**config.mk**
```make
export PLATFORM = sky130hd
export DESIGN_NAME = fft_out_stream
export DESIGN_NICKNAME = d
export VERILOG_FILES = /design/src/rtl/fft_pkg.sv /design/src/rtl/fft_scale.sv /design/src/rtl/fft_out_stream.sv
export SDC_FILE = /design/constraint.sdc
export NUM_CORES = 2
export LEC_CHECK = 0
export BUFFER_PORTS_ARGS = -buffer_cell sky130_fd_sc_hd__buf_2
export CAP_MARGIN = 25
export CORE_ASPECT_RATIO = 1.4
export CORE_MARGIN = 1
export CORE_UTILIZATION = 40
export CTS_BUF_LIST = sky130_fd_sc_hd__clkbuf_8
export DETAILED_ROUTE_END_ITERATION = 6
export PLACE_DENSITY = 0.63
export SYNTH_ARGS = -nofsm -noshare
export SYNTH_HDL_FRONTEND = slang
export SYNTH_SLANG_ARGS = --single-unit
```
**constraint.sdc**
```tcl
create_clock -name clk -period 6.05 [get_ports clk]
set_input_delay 0.605 -clock clk [delete_from_list [all_inputs] [get_ports clk]]
set_output_delay 0.605 -clock clk [all_outputs]
set_load 0.05 [all_outputs]
```
**src/rtl/fft_pkg.sv**
```systemverilog
// Shared constants, state encoding and index helpers for the fft_out_stream block.
package fft_pkg;

  localparam int FFT_W_DEF      = 16;
  localparam int FFT_POINTS_DEF = 16;
  localparam int FFT_SHIFT_DEF  = 4;

  typedef enum logic {
    ST_IDLE   = 1'b0,
    ST_STREAM = 1'b1
  } fft_state_e;

  function automatic int fft_clog2(input int n);
    int r;
    r = 0;
    for (int i = 0; i < 31; i++) begin
      if ((1 << i) < n) r = i + 1;
    end
    return r;
  endfunction

  // IFFT output reorder: sample j of the stream comes from input k = (p - j) mod p.
  function automatic int rev_idx(input int j, input int p);
    return (p - j) % p;
  endfunction

endpackage

```
**src/rtl/fft_scale.sv**
```systemverilog
// Single-sample signed scaler by 2^-SHIFT; round-toward-zero by default,
// round-half-away-from-zero when FFT_OUT_ROUND_EN is defined.
module fft_scale #(
  parameter int W     = 16,
  parameter int SHIFT = 4
) (
  input  logic [W-1:0] i_x,
  output logic [W-1:0] o_y
);

  logic         w_neg;
  logic [W:0]   w_ext;
  logic [W:0]   w_mag;
  logic [W:0]   w_q;
  logic [W:0]   w_res;

  // One extra bit so the magnitude of the most negative input stays exact.
  assign w_neg = i_x[W-1];
  assign w_ext = {i_x[W-1], i_x};
  assign w_mag = w_neg ? (~w_ext + (W+1)'(1)) : w_ext;

  generate
    if (SHIFT == 0) begin : g_ident
      assign w_q = w_mag;
    end else begin : g_shift
`ifdef FFT_OUT_ROUND_EN
      localparam logic [W:0] HALF = (W+1)'(1) << (SHIFT - 1);
      assign w_q = (w_mag + HALF) >> SHIFT;
`else
      assign w_q = w_mag >> SHIFT;
`endif
    end
  endgenerate

  assign w_res = w_neg ? (~w_q + (W+1)'(1)) : w_q;
  assign o_y   = W'(w_res);

endmodule

```
**src/rtl/fft_out_stream.sv**
```systemverilog
// Captures a parallel complex frame, scales and optionally IFFT-reorders it, then
// streams it over valid/ready. Rounding mode selected by FFT_OUT_ROUND_EN.
module fft_out_stream
  import fft_pkg::*;
#(
  parameter int W      = FFT_W_DEF,
  parameter int POINTS = FFT_POINTS_DEF,
  parameter int SHIFT  = FFT_SHIFT_DEF,
  localparam int LOG2P = fft_clog2(POINTS)
) (
  input  logic                  clk,
  input  logic                  rst_n,
  input  logic                  in_valid,
  output logic                  in_ready,
  input  logic [POINTS*W-1:0]   in_re,
  input  logic [POINTS*W-1:0]   in_im,
  input  logic                  inv_order,
  output logic                  out_valid,
  input  logic                  out_ready,
  output logic [W-1:0]          out_re,
  output logic [W-1:0]          out_im,
  output logic [LOG2P-1:0]      out_index,
  output logic                  out_last,
  output logic [15:0]           frame_cnt
);

  fft_state_e       r_state;
  fft_state_e       w_state_nxt;
  logic [LOG2P-1:0] r_rd_ptr;
  logic [15:0]      r_frame_cnt;
  logic [W-1:0]     r_buf_re [POINTS];
  logic [W-1:0]     r_buf_im [POINTS];
  logic [W-1:0]     w_sc_re  [POINTS];
  logic [W-1:0]     w_sc_im  [POINTS];

  logic w_out_valid;
  logic w_last;
  logic w_beat;
  logic w_in_ready;
  logic w_cap;

  generate
    for (genvar k = 0; k < POINTS; k++) begin : g_scale
      fft_scale #(.W(W), .SHIFT(SHIFT)) u_scale_re (
        .i_x (in_re[k*W +: W]),
        .o_y (w_sc_re[k])
      );
      fft_scale #(.W(W), .SHIFT(SHIFT)) u_scale_im (
        .i_x (in_im[k*W +: W]),
        .o_y (w_sc_im[k])
      );
    end
  endgenerate

  always_ff @(posedge clk or negedge rst_n) begin
    if (!rst_n) r_state <= ST_IDLE;
    else        r_state <= w_state_nxt;
  end

  always_comb begin
    w_state_nxt = r_state;
    case (r_state)
      ST_IDLE:   if (w_cap) w_state_nxt = ST_STREAM;
      ST_STREAM: if (w_beat && w_last) w_state_nxt = w_cap ? ST_STREAM : ST_IDLE;
      default:   w_state_nxt = ST_IDLE;
    endcase
  end

  // A new frame may land on the last beat of the current one, so no bubble.
  always_comb begin
    w_out_valid = (r_state == ST_STREAM);
    w_last      = w_out_valid && (r_rd_ptr == LOG2P'(POINTS - 1));
    w_beat      = w_out_valid && out_ready;
    w_in_ready  = (r_state == ST_IDLE) || (w_beat && w_last);
    w_cap       = in_valid && w_in_ready;
  end

  always_ff @(posedge clk or negedge rst_n) begin
    if (!rst_n) begin
      r_rd_ptr <= '0;
    end else if (w_cap) begin
      r_rd_ptr <= '0;
    end else if (w_beat) begin
      r_rd_ptr <= r_rd_ptr + LOG2P'(1);
    end
  end

  always_ff @(posedge clk or negedge rst_n) begin
    if (!rst_n) begin
      r_frame_cnt <= '0;
    end else if (w_beat && w_last) begin
      r_frame_cnt <= r_frame_cnt + 16'd1;
    end
  end

  always_ff @(posedge clk or negedge rst_n) begin
    if (!rst_n) begin
      for (int j = 0; j < POINTS; j++) begin
        r_buf_re[j] <= '0;
        r_buf_im[j] <= '0;
      end
    end else if (w_cap) begin
      for (int j = 0; j < POINTS; j++) begin
        r_buf_re[j] <= inv_order ? w_sc_re[rev_idx(j, POINTS)] : w_sc_re[j];
        r_buf_im[j] <= inv_order ? w_sc_im[rev_idx(j, POINTS)] : w_sc_im[j];
      end
    end
  end

  assign in_ready  = w_in_ready;
  assign out_valid = w_out_valid;
  assign out_last  = w_last;
  assign out_re    = r_buf_re[r_rd_ptr];
  assign out_im    = r_buf_im[r_rd_ptr];
  assign out_index = r_rd_ptr;
  assign frame_cnt = r_frame_cnt;

endmodule

```
==> results by stage <==
Status:
- The run finished with clean final reports.

Detailed routing:
- The routed design has 138800 um of wire.
- In this run the remaining antenna-violating nets after routing total 0.
- The detailed-router iteration count before antenna repair is 5.
- Using the TritonRoute via totals, the vias-per-cell ratio works out to 5.849.
- For this run, design rule violations remaining after detail routing come to 0.
- The per-cell routed wire length is 22.08 um.
- The number of DRC violations after detailed-routing iteration 0 is 2692.
- The total number of vias is 36780.

Setup path:
- The capturing element type of the critical path is an output pin.
- The number of buffers and inverters on the critical path is 2.
- The top fanout value on the critical path is 65.
- The startpoint class of the critical path is a flop.
- The most numerous cell type found on the critical path is sky130_fd_sc_hd__mux4_2.
- The kind of cell with the highest combined delay along the critical path is multiplexers.
- The classification of the worst setup path is reg -> out.
- The length in cells of the worst reg-to-reg path is 9.
- Walking the worst path, the cells encountered are buf_12 -> mux4_2 -> mux4_2 -> buf_2.
- At the worst endpoint, the arrival time is 3.77 ns.
- The depth of the critical timing path with buffers and inverters included is 4.
- The required time at the endpoint of the critical path is 5.44 ns.
- On the critical path, the stage with the largest delay is an instance of sky130_fd_sc_hd__dfrtp_4.
- For this run, the slowest stage of the critical path takes 0.99 ns.
- The worst reg-to-reg setup slack is 1.91 ns.

Die:
- Once the floorplan was initialized, standard cells occupied 40.36% of the core.
- In this run the core area contains 135 standard-cell rows.
- The region available for standard cell placement spans 96790 um^2.
- During I/O placement, the number of pins put on the boundary was 572.
- The area of the die is 98920 um^2.
- The die height is 371.8 um.
- In this run the horizontal extent of the chip is 266.1 um.

Cells and area:
- The area added between synthesis and finish is 14.11%.
- With fillers left out, the area of the finished cells amounts to 44570 um^2.
- Once layout is complete, the cells apart from fillers number 6287.
- The count of filler cells inserted in the layout is 9525.
- In the final layout, the multi-input gates occupy 24450 um^2.
- The share of layout cells above drive strength 1 is 20.20%.
- The final net count is 5466.
- Registers take 13350 um^2.

Placed design:
- Routability-driven placement finished with a final weighted congestion of 0.9704.
- The count of port buffers added during placement is 571.
- Counting tap cells, the placed design contains a total of 6125 instances.
- Timing analysis after detailed placement gives a worst setup slack of 2.123 ns.
- In this run the cell area measured after placement is 42800 um^2.
- Once detailed placement completed, the half-perimeter wirelength came to 106600 um.

Global routing:
- The largest net degree at the start of global routing is 267.
- The combined global-route utilization of all metal layers is 27.49%.
- The total global routing overflow is 0.
- The via count of the first global-routing pass is 34970.
- The first global-routing pass estimated 208000 um of wire.
- The initial antenna violation count came to 14.

Timing:
- The share of the clock period used by the worst path is 72.24%.
- For the pin with the worst max-slew slack, the measured transition is 1.228 ns.
- In the post-route analysis, the smallest setup slack over all paths is 1.679 ns.
- The clock period minus final worst setup slack is 4.371 ns.
- Setup repair after global routing left no endpoint under its margin.
- Clock skew on the completed layout was measured at 0.03395 ns.
- The number of setup violations in the final report is 0.
- The final max-slew violation count was 0.
- The total negative slack for setup checks is 0 ns.
- The final hold violation count is 0.
- Headroom to the max-slew limit came out at 18.13%.
- The maximum clock frequency is 0.2288 GHz.

Yosys:
- Summing the sequential cell areas from Yosys gives 34.15% of the chip area.
- The netlist uses 97 different library cells.
- Yosys mapped a number of flops with a built-in enable equal to 0.
- The share of synthesized registers carrying an async set or reset is 100.0%.
- The fraction of synthesized cell area taken by the top area cell type is 34.15%.
- The commonest cells after synthesis are sky130_fd_sc_hd__nand2_1, sky130_fd_sc_hd__dfrtp_1, sky130_fd_sc_hd__nor2_1, sky130_fd_sc_hd__o21ai_0, sky130_fd_sc_hd__a21oi_1.
- Synthesis handed over a netlist of 4514 instances.
- The yosys synthesis warning count is 0.
- The flip-flop cell with the highest count after synthesis is sky130_fd_sc_hd__dfrtp_1.
- sky130_fd_sc_hd__dfrtp_1 takes more of the synthesized area than any other cell.
- By area the synthesized netlist is led by sky130_fd_sc_hd__dfrtp_1, sky130_fd_sc_hd__mux4_2, sky130_fd_sc_hd__nand2_1.
- The synthesized cell area is 39060 um^2.
- sky130_fd_sc_hd__nand2_1 is the most common cell in the netlist.
- The synthesized design contains 533 register bits.
- A synthesized cell averages 8.653 um^2.
- The synthesized netlist net count is 5065.

CTS:
- Gates resized during post-CTS repair numbered 0.
- The clock latency on the worst-skew pair is 0.71 ns.
- The number of levels in the clock H-tree is 3.
- The clock root buffer is sky130_fd_sc_hd__clkbuf_8.
- Buffers inserted to repair hold after CTS numbered 1.
- The number of buffers created by CTS is 88.
- The number of clock sinks is 533.
- Clock-pin slew was measured on the worst setup and hold paths at 0.06 ns.
- In this run the post-CTS setup repair buffer count came out at 0.
- The CTS tree is done.
- No sink is reached through more buffers than the 3 on the longest clock path.

Pwr:
- The power density over the cells is 376.0 nW/um^2.
- The post-layout total power is 0.01676 W.
- The leakage dissipation is 19.05 nW.
- VDD sags by at most 0.6660 mV.

Min path:
- The path class of the tightest hold or removal check is in -> reg.
- Along the worst hold path, the cell count comes to 3.

Run:
- The max-capacitance violation count is 0.
==> cells in the final DEF, fill, tap and decap left out, types with 11 or more instances in the layout <==
master and n:
sky130_fd_sc_hd__a21boi_0 22, sky130_fd_sc_hd__a21o_1 66, sky130_fd_sc_hd__a21oi_1 247, sky130_fd_sc_hd__a22oi_1 31
sky130_fd_sc_hd__a31oi_1 15, sky130_fd_sc_hd__and2_1 17, sky130_fd_sc_hd__and3_1 71, sky130_fd_sc_hd__and4_1 16
sky130_fd_sc_hd__buf_2 573, sky130_fd_sc_hd__buf_4 16, sky130_fd_sc_hd__clkbuf_8 103, sky130_fd_sc_hd__dfrtp_1 529
sky130_fd_sc_hd__diode_2 11, sky130_fd_sc_hd__ha_1 34, sky130_fd_sc_hd__inv_1 82, sky130_fd_sc_hd__mux2_2 51
sky130_fd_sc_hd__mux2i_1 71, sky130_fd_sc_hd__mux4_2 160, sky130_fd_sc_hd__nand2_1 669, sky130_fd_sc_hd__nand2b_1 13
sky130_fd_sc_hd__nand3_1 169, sky130_fd_sc_hd__nand4_1 81, sky130_fd_sc_hd__nor2_1 410, sky130_fd_sc_hd__nor3_1 87
sky130_fd_sc_hd__nor3b_1 12, sky130_fd_sc_hd__nor4_1 84, sky130_fd_sc_hd__nor4b_1 15, sky130_fd_sc_hd__o211ai_1 32
sky130_fd_sc_hd__o21a_1 40, sky130_fd_sc_hd__o21ai_0 412, sky130_fd_sc_hd__o221ai_1 64, sky130_fd_sc_hd__o22ai_1 16
sky130_fd_sc_hd__o31ai_1 18, sky130_fd_sc_hd__o41ai_1 29, sky130_fd_sc_hd__or2_2 25, sky130_fd_sc_hd__or3_1 46
sky130_fd_sc_hd__or4_1 59, sky130_fd_sc_hd__xnor2_1 196, sky130_fd_sc_hd__xor2_1 189
==> worst reg2reg max path, delay by kind of cell, from the launching register on <==
| kind | cells | cell delay, ns |
|---|---|---|
| adders and majority gates | 1 | 0.30 |
| buffers and inverters | 2 | 1.27 |
| and+or+nand+nor | 2 | 0.31 |
| AOI/OAI and AO/OA | 4 | 1.16 |
| DFF | 1 | 0.99 |
==> worst paths after layout <==
kind | start | endpoint
max in group asynchronous | rst_n | r_buf_im[146]$_DFFE_PN0P_
worst max-delay path | out_index[0]$_DFFE_PN0P_ | out_im[8]
min in group asynchronous | rst_n | frame_cnt[15]$_DFFE_PN0P_
worst min register to register | frame_cnt[15]$_DFFE_PN0P_ | frame_cnt[15]$_DFFE_PN0P_
worst min-delay path | out_ready | out_index[1]$_DFFE_PN0P_
worst max register to register | out_index[0]$_DFFE_PN0P_ | r_buf_im[62]$_DFFE_PN0P_
==> final cells by class <==
class,instances,share of cell area [%]
diodes,11,0.06176
clock buffers,103,3.180
clock inverters,47,0.7158
inverters,56,0.4828
multi-input cells,3637,54.85
flip-flops and latches,533,29.95
well taps,1301,3.652
repair buffers,599,7.108
==> layer usage <==
| layer | vias up | part of all wire [%] | routed length, um | GRT usage [%] |
|---|---|---|---|---|
| met4 | 8 | 6.3 | 8681 | 16.15 |
| met2 | 1267 | 52 | 72170 | 50.11 |
| li1 | 17410 | - | - | - |
| met5 | - | 0.039 | 54 | 0 |
| met1 | 17810 | 37 | 51430 | 30.96 |
| met3 | 280 | 4.7 | 6467 | 2.762 |
==> sequential cells by signal, summed over array words and instances (netlist names) <==
| name | count |
|---|---|
| frame_cnt | 16 |
| out_index | 4 |
| out_valid | 1 |
| r_buf_im | 256 |
| r_buf_re | 256 |
==> stage by stage <==
stage | hold WS (ns) | utilization (%)
final | 0.2103 | 46.05
after global routing | 0.1959 | 46.05
after CTS | 0.1517 | 46.02
after detailed placement | 0.4522 | 44.22
after global placement | 0.4434 | 44.20
after floorplan | 0.3094 | -
==> cells by family (layout without fill, tap and decap cells) <==
kind of cell | count (synthesis) | after routing | synth area share [%]
buffers and inverters | 344 | 805 | 3.363
AND/OR/NAND/NOR | 1819 | 1819 | 22.16
other | 0 | 11 | 0
XOR/XNOR | 386 | 386 | 8.674
flip-flops | 533 | 533 | 34.15
multiplexers | 283 | 283 | 12.55
AO/OA/AOI/OAI | 1115 | 1115 | 18.01
adder cells (fa/ha/maj) | 34 | 34 | 1.089
==> power breakdown <==
group	internal [W]	total (W)	switching, W	leakage, nW
combinational	0.00294	0.00704	0.00410	11.5
clock	0.00168	0.00323	0.00155	0.994
sequential	0.00520	0.00649	0.00129	6.60
Note: power is estimated with default switching activity, not from simulation.
